## config.mk

```make
export PLATFORM = sky130hd
export DESIGN_NAME = stage_sequencer
export DESIGN_NICKNAME = d
export VERILOG_FILES = /design/src/rtl/stage_sequencer.sv
export SDC_FILE = /design/constraint.sdc
export NUM_CORES = 1
export LEC_CHECK = 0
export CORE_MARGIN = 3
export CORE_UTILIZATION = 48
export DETAILED_ROUTE_END_ITERATION = 8
export HOLD_SLACK_MARGIN = 0.02
export PLACE_DENSITY = 0.81
export REMOVE_ABC_BUFFERS = 1
export SLEW_MARGIN = 20
export SYNTH_ARGS = -nofsm -noshare
export SYNTH_HDL_FRONTEND = slang
export SYNTH_SLANG_ARGS = --single-unit
```

## constraint.sdc

```tcl
create_clock -name clk -period 2.9 [get_ports clk]
set_clock_uncertainty 0.15 [all_clocks]
set_input_delay 0.435 -clock clk [delete_from_list [all_inputs] [get_ports clk]]
set_output_delay 0.435 -clock clk [all_outputs]
set_load 0.005 [all_outputs]
```

## src/rtl/stage_sequencer.sv

```systemverilog
// stage_sequencer: multicycle control FSM for the RV32I core.
// Owns the PC and the instruction register. Sequences FETCH/DECODE/EXEC/MEM/WB,
// runs the ibus/dbus request-acknowledge handshakes with a bounded wait, and
// traps (sticky) on bus timeout or an unrecognised instruction type.
// Ports:
//   clk, reset            clock, synchronous active-high reset
//   run_i                 start/continue execution
//   stage_o               current stage (IDLE=0 FETCH=1 DECODE=2 EXEC=3 MEM=4 WB=5 TRAP=7)
//   pc_o, ir_o            current instruction address / instruction register
//   ibus_req_o/ack_i/data_i  instruction fetch handshake (address = pc_o)
//   itype_i, mem_op_i, wb_en_i, branch_i, target_i  decode/execute info
//   dbus_req_o/ack_i      data access handshake
//   rf_we_o, retire_o     write strobe and retire pulse (WB only)
//   instret_o             retired-instruction count
//   trap_o, cause_o       sticky trap flag and cause (1 ibus, 2 illegal, 3 dbus)
module stage_sequencer #(
  parameter logic [31:0] RESET_PC    = 32'h0000_0000,
  parameter int unsigned BUS_TIMEOUT = 255
) (
  input  logic        clk,
  input  logic        reset,
  input  logic        run_i,
  output logic [2:0]  stage_o,
  output logic [31:0] pc_o,
  output logic [31:0] ir_o,
  output logic        ibus_req_o,
  input  logic        ibus_ack_i,
  input  logic [31:0] ibus_data_i,
  input  logic [4:0]  itype_i,
  input  logic        mem_op_i,
  input  logic        wb_en_i,
  input  logic        branch_i,
  input  logic [31:0] target_i,
  output logic        dbus_req_o,
  input  logic        dbus_ack_i,
  output logic        rf_we_o,
  output logic        retire_o,
  output logic [31:0] instret_o,
  output logic        trap_o,
  output logic [1:0]  cause_o
);

  typedef enum logic [2:0] {
    StIdle   = 3'd0,
    StFetch  = 3'd1,
    StDecode = 3'd2,
    StExec   = 3'd3,
    StMem    = 3'd4,
    StWb     = 3'd5,
    StTrap   = 3'd7
  } state_e;

  localparam logic [7:0] TimeoutCnt = 8'(BUS_TIMEOUT);

  state_e      state_q;
  logic [31:0] pc_q;
  logic [31:0] pend_pc_q;
  logic [31:0] ir_q;
  logic [31:0] instret_q;
  logic [7:0]  wait_q;
  logic        trap_q;
  logic [1:0]  cause_q;

  always_ff @(posedge clk) begin
    if (reset) begin
      state_q   <= StIdle;
      pc_q      <= RESET_PC;
      pend_pc_q <= RESET_PC;
      ir_q      <= '0;
      instret_q <= '0;
      wait_q    <= '0;
      trap_q    <= 1'b0;
      cause_q   <= 2'd0;
    end else begin
      unique case (state_q)
        StIdle: begin
          if (run_i) begin
            state_q <= StFetch;
            wait_q  <= '0;
          end
        end
        StFetch: begin
          // An ack in the timeout cycle still completes the fetch.
          if (ibus_ack_i) begin
            ir_q    <= ibus_data_i;
            state_q <= StDecode;
          end else if (wait_q == TimeoutCnt) begin
            state_q <= StTrap;
            trap_q  <= 1'b1;
            cause_q <= 2'd1;
          end else begin
            wait_q <= wait_q + 8'd1;
          end
        end
        StDecode: begin
          if (itype_i == 5'd0) begin
            state_q <= StTrap;
            trap_q  <= 1'b1;
            cause_q <= 2'd2;
          end else begin
            state_q <= StExec;
          end
        end
        StExec: begin
          pend_pc_q <= branch_i ? {target_i[31:2], 2'b00} : pc_q + 32'd4;
          state_q   <= mem_op_i ? StMem : StWb;
          wait_q    <= '0;
        end
        StMem: begin
          if (dbus_ack_i) begin
            state_q <= StWb;
          end else if (wait_q == TimeoutCnt) begin
            state_q <= StTrap;
            trap_q  <= 1'b1;
            cause_q <= 2'd3;
          end else begin
            wait_q <= wait_q + 8'd1;
          end
        end
        StWb: begin
          pc_q      <= pend_pc_q;
          instret_q <= instret_q + 32'd1;
          state_q   <= run_i ? StFetch : StIdle;
          wait_q    <= '0;
        end
        StTrap: begin
          // Frozen until reset.
        end
        default: begin
          state_q <= StIdle;
        end
      endcase
    end
  end

  assign stage_o    = state_q;
  assign pc_o       = pc_q;
  assign ir_o       = ir_q;
  assign instret_o  = instret_q;
  assign trap_o     = trap_q;
  assign cause_o    = cause_q;
  assign ibus_req_o = (state_q == StFetch);
  assign dbus_req_o = (state_q == StMem);
  assign retire_o   = (state_q == StWb);
  assign rf_we_o    = (state_q == StWb) && wb_en_i;

endmodule

```

# Word-level counts from Yosys, hierarchy flattened
# Index checks and enable logic that the tools add are counted.
# W data, S select, Z words.
[classes] addsub=3 eq_ne=13 n_mux=25 bitwise=1 reduce_logical=11
[ops] operator="$add A32 B1 Y32 const B" count=1
[ops] operator="$add A32 B3 Y32 const B" count=1
[ops] operator="$mux W32" count=1
[ops] operator="$mux W8" count=4
[ops] operator="$pmux W8 S4" count=1
[ops] operator="$pmux W3 S7" count=1
[ops] operator="$mux W3" count=5
[ops] operator="$mux W2" count=5
[ops] operator="$eq A3 B3 Y1 const B" count=3
[ops] operator="$add A8 B1 Y8 const B" count=1
[ops] operator="$eq A8 B8 Y1 const B" count=1
[ops] operator="$ne A2 B2 Y1 const B" count=4
[ops] operator="$reduce_and A4 Y1" count=2
[ops] operator="$eq A3 B2 Y1 const B" count=2
[ops] operator="$mux W1" count=6
[ops] operator="$pmux W2 S3" count=1
[ops] operator="$reduce_and A6 Y1" count=1
[ops] operator="$logic_not A5 Y1" count=1
[ops] operator="$ne A2 B1 Y1 const B" count=2
[ops] operator="$reduce_and A2 Y1" count=2
[ops] operator="$reduce_bool A4 Y1" count=1
[ops] operator="$eq A3 B1 Y1 const B" count=1
[ops] operator="$logic_not A3 Y1" count=1
[ops] operator="$pmux W1 S3" count=1
[ops] operator="other kinds (4)" count=4
[word_totals] reg_bits=142 in_bits=77 out_inout_bits=106 elab_cells=61

# Logic depth before layout (Yosys ltp)
# Gate-level depths: netlist of run 1.
[depth] depth_word=4 ltp_mapped=7 ltp_nobuf=6

# Worst setup path after synthesis of run 1
# No wires, ideal clock.
[synth_path] path_type="flip-flop to output port" from="register state_q[1] (netlist: stage_o[1])" to="output rf_we_o" arrival_time_ns=1.485 t_required_ns=2.315 setup_slack_ns=0.830 path_stages_with_launch=7 n_path_buf=3 cell_sequence="dfxtp_1 > buf_2 > nand3b_1 > buf_1 > inv_2 > buf_1 > and2_1"
[synth_between] elab_chain_len=2
[synth_rtl] item="from (decl)" line="55" source="state_e state_q;"
[synth_rtl] item="from (signal assigned)" line="66" source="state_q <= StIdle;"
[synth_rtl] item="from (signal assigned)" line="78" source="state_q <= StFetch;"
[synth_rtl] item="from (signal assigned)" line="86" source="state_q <= StDecode;"
[synth_rtl] item="$eq A3 B3 Y1"
[synth_rtl] item="via retire_o" line="37" source="output logic retire_o,"
[synth_rtl] item="$logic_and A1 B1 Y1" line="145" source="assign rf_we_o = (state_q == StWb) && wb_en_i;"
[synth_rtl] item="to (decl)" line="36" source="output logic rf_we_o,"
# The timed path passes the listed nets, and every way through them passes these cells.

# Worst setup path after layout of run 1
[layout_path] from="register state_q[0] (netlist: stage_o[0])" to="output rf_we_o"
[layout_between] elab_chain_len=2
[layout_rtl] item="$eq A3 B3 Y1" line="145"
[layout_rtl] item="$logic_and A1 B1 Y1" line="145"
# No other way between the ends.

==> results of run 1 <==
metal layers:
layer,vias up,GRT usage,wire (um)
met4,0,0.0924,325
met2,221,0.386,8240
met5,-,0,0
li1,3132,-,-
met3,27,0.0639,1340
met1,2898,0.305,7540
final cells by class:
cell class,instances,area [sq um],area share
repair buffers,195,1920,0.216
flip-flops and latches,142,2840,0.320
multi-input cells,601,3280,0.369
clock buffers,25,485,0.0546
clock inverters,7,85.1,0.00957
inverters,16,60.1,0.00675
well taps,172,215,0.0242
power breakdown:
group / total (uW) / leakage [uW] / switching [uW] / internal [uW]
Clock: 2100 / 0.000285 / 774 / 1330
Combinational: 453 / 0.00152 / 224 / 229
Sequential: 2030 / 0.00115 / 31.3 / 2000
Total: 4580 / 0.00296 / 1030 / 3560
Yosys cell counts (17+ instances only):
master,number
and3_1,19
o21ai_0,17
xor2_1,20
dfxtp_1,142
nand3_1,25
xnor2_1,33
a21oi_1,104
nor3_1,21
nor2_1,53
clkbuf_1,39
nand2_1,176
state kept, by name (all words and copies together) (netlist names):
register / count
cause_o: 2
instret_o: 32
ir_o: 32
pc_o: 32
pend_pc_q: 32
stage_o: 3
trap_o: 1
wait_q: 8
worst max-delay path by stage:
stage	end	slack, ns	startpoint	depth (start not counted)
2_1_floorplan	instret_o[31]	-0.02	stage_o[2]	5
3_3_place_gp	wait_q[7]	0.27	ibus_ack_i	6
3_5_place_dp	wait_q[7]	0.27	ibus_ack_i	6
4_1_cts	rf_we_o	0.21	stage_o[0]	5
5_1_grt	rf_we_o	0.13	stage_o[0]	5
6_report	rf_we_o	0.25	stage_o[0]	5
kinds of logic (layout without fill, tap and decap cells):
| logic type | Yosys count | count (layout) |
|---|---|---|
| DFF | 142 | 142 |
| muxes | 2 | 2 |
| buffers and inverters | 66 | 243 |
| adders and majority gates | 3 | 3 |
| and+or+nand+nor | 374 | 374 |
| xor gates and xnor gates | 53 | 53 |
| AOI/OAI and AO/OA | 169 | 169 |
worst max-delay path, cell delays in order (launching register included):
cell             delay, ns
dfxtp_1               0.61
nand3b_1              0.13
buf_4                 0.21
inv_2                 0.09
and2_1                0.12
clkdlybuf4s50_1       0.49
through the flow:
stage / total power, uW / hold WS, ns / setup TNS [ns] / std cells / setup slack [ns]
finish: 4580 / 0.286 / 0 / 1158 / 0.252
global route: 4760 / 0.306 / 0 / 1158 / 0.127
CTS: 4630 / 0.274 / 0 / 1158 / 0.212
detailed placement: 2520 / 0.295 / 0 / 1126 / 0.268
global placement: 2520 / 0.287 / 0 / 1126 / 0.270
floorplan: 2240 / 0.276 / -0.0186 / 759 / -0.0186
==> results_dict.tcl, run 1 <==
set metrics [dict create \
    r2r-start "stage_o[0]" \
    slew_headroom 0.405 \
    track_usage 0.239 \
    ys_warn_count 0 \
    final_common_cell "clkdlybuf4s50_1" \
    arrival_ns 2.06 \
    status "finished, final reports clean" \
    via_count 6278 \
    synth_area_sq_mm 0.00638 \
    ctsResizeCount 0 \
    cts_tree "done" \
    synthAdderAreaFrac 0.00588 \
    ff2ff_setup_slack_ns 0.47 \
    cts_hold_buf 0 \
    finalMaxSlewViolations 0 \
    clock-sinks 142 \
    cap_violations 0 \
    rows 41 \
    routed_wl_um 17400 \
    die_w_um 121 \
    drtIter0Drc 588 \
    ys_ff_latch 142 \
    p_leak_uw 0.00296 \
    holdPathEnd "pend_pc_q[27]" \
    seq_area_frac_synth 0.446 \
    post_cts_buffers 0 \
    setup_viol 0 \
    worstPathRequired_ns 2.32 \
    synth_simple_gate_area_share 0.281 \
    finalInstanceArea_sq_mm 0.00889 \
    dr.pass1.iters 5 \
    min_path_cells 4 \
    num_antenna_cells 0 \
    fillers 1065 \
    synth_compound_area_frac 0.151 \
    start_util 0.497 \
    yosysTopAreaCellShare 0.446 \
    gp_congestion 0.852 \
    num-nets-final 1053 \
    boundaryPins 183 \
    grt_pass1_vias 5854 \
    synth_edf_count 0 \
    cts_max_level 4 \
    antenna_left 0 \
    dieArea_sq_mm 0.0147 \
    regToRegEndpoint "instret_o[31]" \
    tightest_slew_ns 0.889 \
    clkTransAtPathRegs_ns 0.06 \
    cp-end-kind "output pin" \
    synthTopCellsByArea "dfxtp_1, nand2_1, a21oi_1, xnor2_1, nor2_1" \
    final_cell_mix "clkdlybuf4s50_1, nand2_1, dfxtp_1" \
    async_flop_share 0 \
    portBuffers 180 \
    dpl-instance-area_sq_mm 0.00832 \
    root_buffer "clkbuf_16" \
    min_period_ns 2.65 \
    synth_cell_types 50 \
    clock_latency_ns 0.42 \
    synth_mux_area_frac 0.00314 \
    hpwlAfterDp_um 11800 \
    rsz0062_at_grt "false" \
    rr_worst_depth 6 \
    route.detailed.drc 0 \
    ys.flop_type "dfxtp_1" \
    fp.dieH_um 121 \
    wire_per_inst_um 15.1 \
    synth_xor_area_frac 0.0728 \
    antenna_found_initial 0 \
    fin_crit_sh 0.913 \
    critPathKind "flip-flop to output pin" \
    grt_pass1_wl_um 28300 \
    grt_max_degree 87 \
    coreArea_sq_mm 0.0128 \
    synthToLayoutAreaGrowth_pct 39.4 \
    power_density_mw_per_mm2 515 \
    cts_buffers 17 \
    synth_top_family_by_area "simple AND/OR/NAND/NOR gates" \
    worstPathMaxFanout 16 \
    drt-vias-per-instance 5.42 \
    finalHoldViolCount 0 \
    hold_path.startpoint "reset" \
    worstSetupStartpointType "flip-flop" \
    fmax_ghz 0.378 \
    layout-drive-gt1-share 0.0568 \
    overflow 0 \
    syn-mean-instance-area_sq_um 7.88 \
    syn_inst 809 \
    fin_util 0.693 \
    cts_buffer_depth 2 \
    max-vdd-ir-drop_uv 364 \
    yosysTopAreaCell "dfxtp_1" \
    hp-class "input pin to flip-flop" \
]
No activity file was read; power rests on OpenSTA's default activity.
==> run 2, diff against run 1 <==
- CORE_UTILIZATION: 48 -> 50
- PLACE_DENSITY: 0.81 -> 0.83
- clock period: 2.9 -> 3.3 ns (I/O delays scaled with it)
==> run 2 against run 1 <==
Clock power shrank 11%. Die area shrank 3.8%. Highest routed layer unchanged. Power shrank 12%. Global-route usage grew 0.61 points. Hold slack gained 0.012 ns. Register-to-register slack gained 0.36 ns. Critical path type unchanged. Sequential share of layout area grew 0.13 points. Cell count shrank 0.69%.
==> results_dict.tcl, run 2 (synthesis results as in run 1) <==
set metrics [dict create \
    status "finished, final reports clean" \
    cts_buffers 17 \
    p_leak_uw 0.00294 \
    rows 40 \
    route.detailed.drc 0 \
    layout-drive-gt1-share 0.0550 \
    hpwlAfterDp_um 11700 \
    setup_viol 0 \
    final_common_cell "clkdlybuf4s50_1" \
    fin_crit_sh 0.891 \
    finalMaxSlewViolations 0 \
    finalHoldViolCount 0 \
    grt_max_degree 86 \
    dieArea_sq_mm 0.0141 \
    rsz0062_at_grt "false" \
    antenna_left 0 \
    post_cts_buffers 0 \
    r2r-start "stage_o[2]" \
    cts_buffer_depth 2 \
    cap_violations 0 \
    clock_latency_ns 0.42 \
    overflow 0 \
    tightest_slew_ns 0.905 \
    routed_wl_um 17600 \
    crit_start "stage_o[2]" \
    min_period_ns 2.94 \
    whs_ns 0.298 \
    wire_per_inst_um 15.3 \
    boundaryPins 183 \
    synthToLayoutAreaGrowth_pct 38.9 \
    root_buffer "clkbuf_16" \
    grt_pass1_wl_um 28200 \
    clkTransAtPathRegs_ns 0.06 \
    grt_pass1_vias 5665 \
    hold_path.startpoint "pend_pc_q[6]" \
    slowest_stage "dfxtp_2" \
    via_count 6313 \
    m1WireLength_um 7620 \
    clock-sinks 142 \
    slew_headroom 0.394 \
    wl_met3_um 1230 \
    cts_max_level 4 \
    power.total_uw 4050 \
    num_antenna_cells 0 \
    worstPathMaxFanout 40 \
    hp-class "flip-flop to flip-flop" \
    cp_cell_sequence "nand3b_1 > buf_4 > inv_2 > and2_1 > clkdlybuf4s50_1" \
    max-vdd-ir-drop_uv 340 \
    max_stage_delay_ns 0.50 \
    cts_hold_buf 0 \
    power_density_mw_per_mm2 457 \
    worstPathRequired_ns 2.65 \
    final_cell_mix "clkdlybuf4s50_1, nand2_1, dfxtp_1" \
    track_usage 0.245 \
    ctsResizeCount 0 \
    portBuffers 180 \
    drtIter0Drc 557 \
    cp-end-kind "output pin" \
    dr.pass1.iters 5 \
    worstSetupStartpointType "flip-flop" \
    dr.max_layer_used "met4" \
    cts_tree "done" \
    fmax_ghz 0.340 \
    setup-tns-final_ns 0 \
    pre_cts_ws_ns 0.566 \
    arrival_ns 2.29 \
    coreArea_sq_mm 0.0123 \
    die_w_um 119 \
    start_util 0.520 \
    fillers 972 \
    gp_congestion 0.863 \
    final.setup.worst_slack_ns 0.361 \
    met2_length_um 8320 \
    fp.dieH_um 119 \
    critPathKind "flip-flop to output pin" \
    num-nets-final 1050 \
    drt-vias-per-instance 5.49 \
    antenna_found_initial 0 \
]
run 2: worst max-delay path, delay by kind of cell, from the launching register on:
kind,cells,cell delay [ns]
buffers and inverters,3,1.07
flip-flops,1,0.50
AND/OR/NAND/NOR,2,0.29
run 2: power breakdown:
| group | leakage, uW | total, uW | switching [uW] | internal [uW] |
|---|---|---|---|---|
| combinational | 0.00151 | 405 | 203 | 201 |
| clock | 0.000283 | 1870 | 684 | 1180 |
| sequential | 0.00115 | 1780 | 23.6 | 1760 |
run 2: stage by stage:
step | cell area, sq um | std cells | utilization
2_1_floorplan | 6180 | 759 | -
3_3_place_gp | 8280 | 1119 | 0.675
3_5_place_dp | 8280 | 1119 | 0.675
4_1_cts | 8860 | 1150 | 0.723
5_1_grt | 8860 | 1150 | 0.723
6_report | 8860 | 1150 | 0.723
run 2: cell type report:
cell class	count	area, sq um	area share
inverters	16	60.1	0.00678
clock buffers	25	495	0.0559
well taps	168	210	0.0237
repair buffers	192	1890	0.213
clock inverters	6	82.6	0.00932
flip-flops and latches	142	2840	0.321
multi-input cells	601	3280	0.370
run 2: worst paths after layout:
check / depth (start not counted) / to / slack (ns)
worst max-delay path: 5 / rf_we_o / 0.36
worst min-delay path: 2 / pc_o[6] / 0.30
worst max register to register: 6 / instret_o[26] / 0.83
worst min register to register: 2 / pc_o[6] / 0.30
run 2: layer usage:
metal,track usage,vias to the layer above
met1,0.318,2935
met2,0.391,223
met5,0,-
met3,0.0632,32
li1,-,3123
met4,0.0963,0
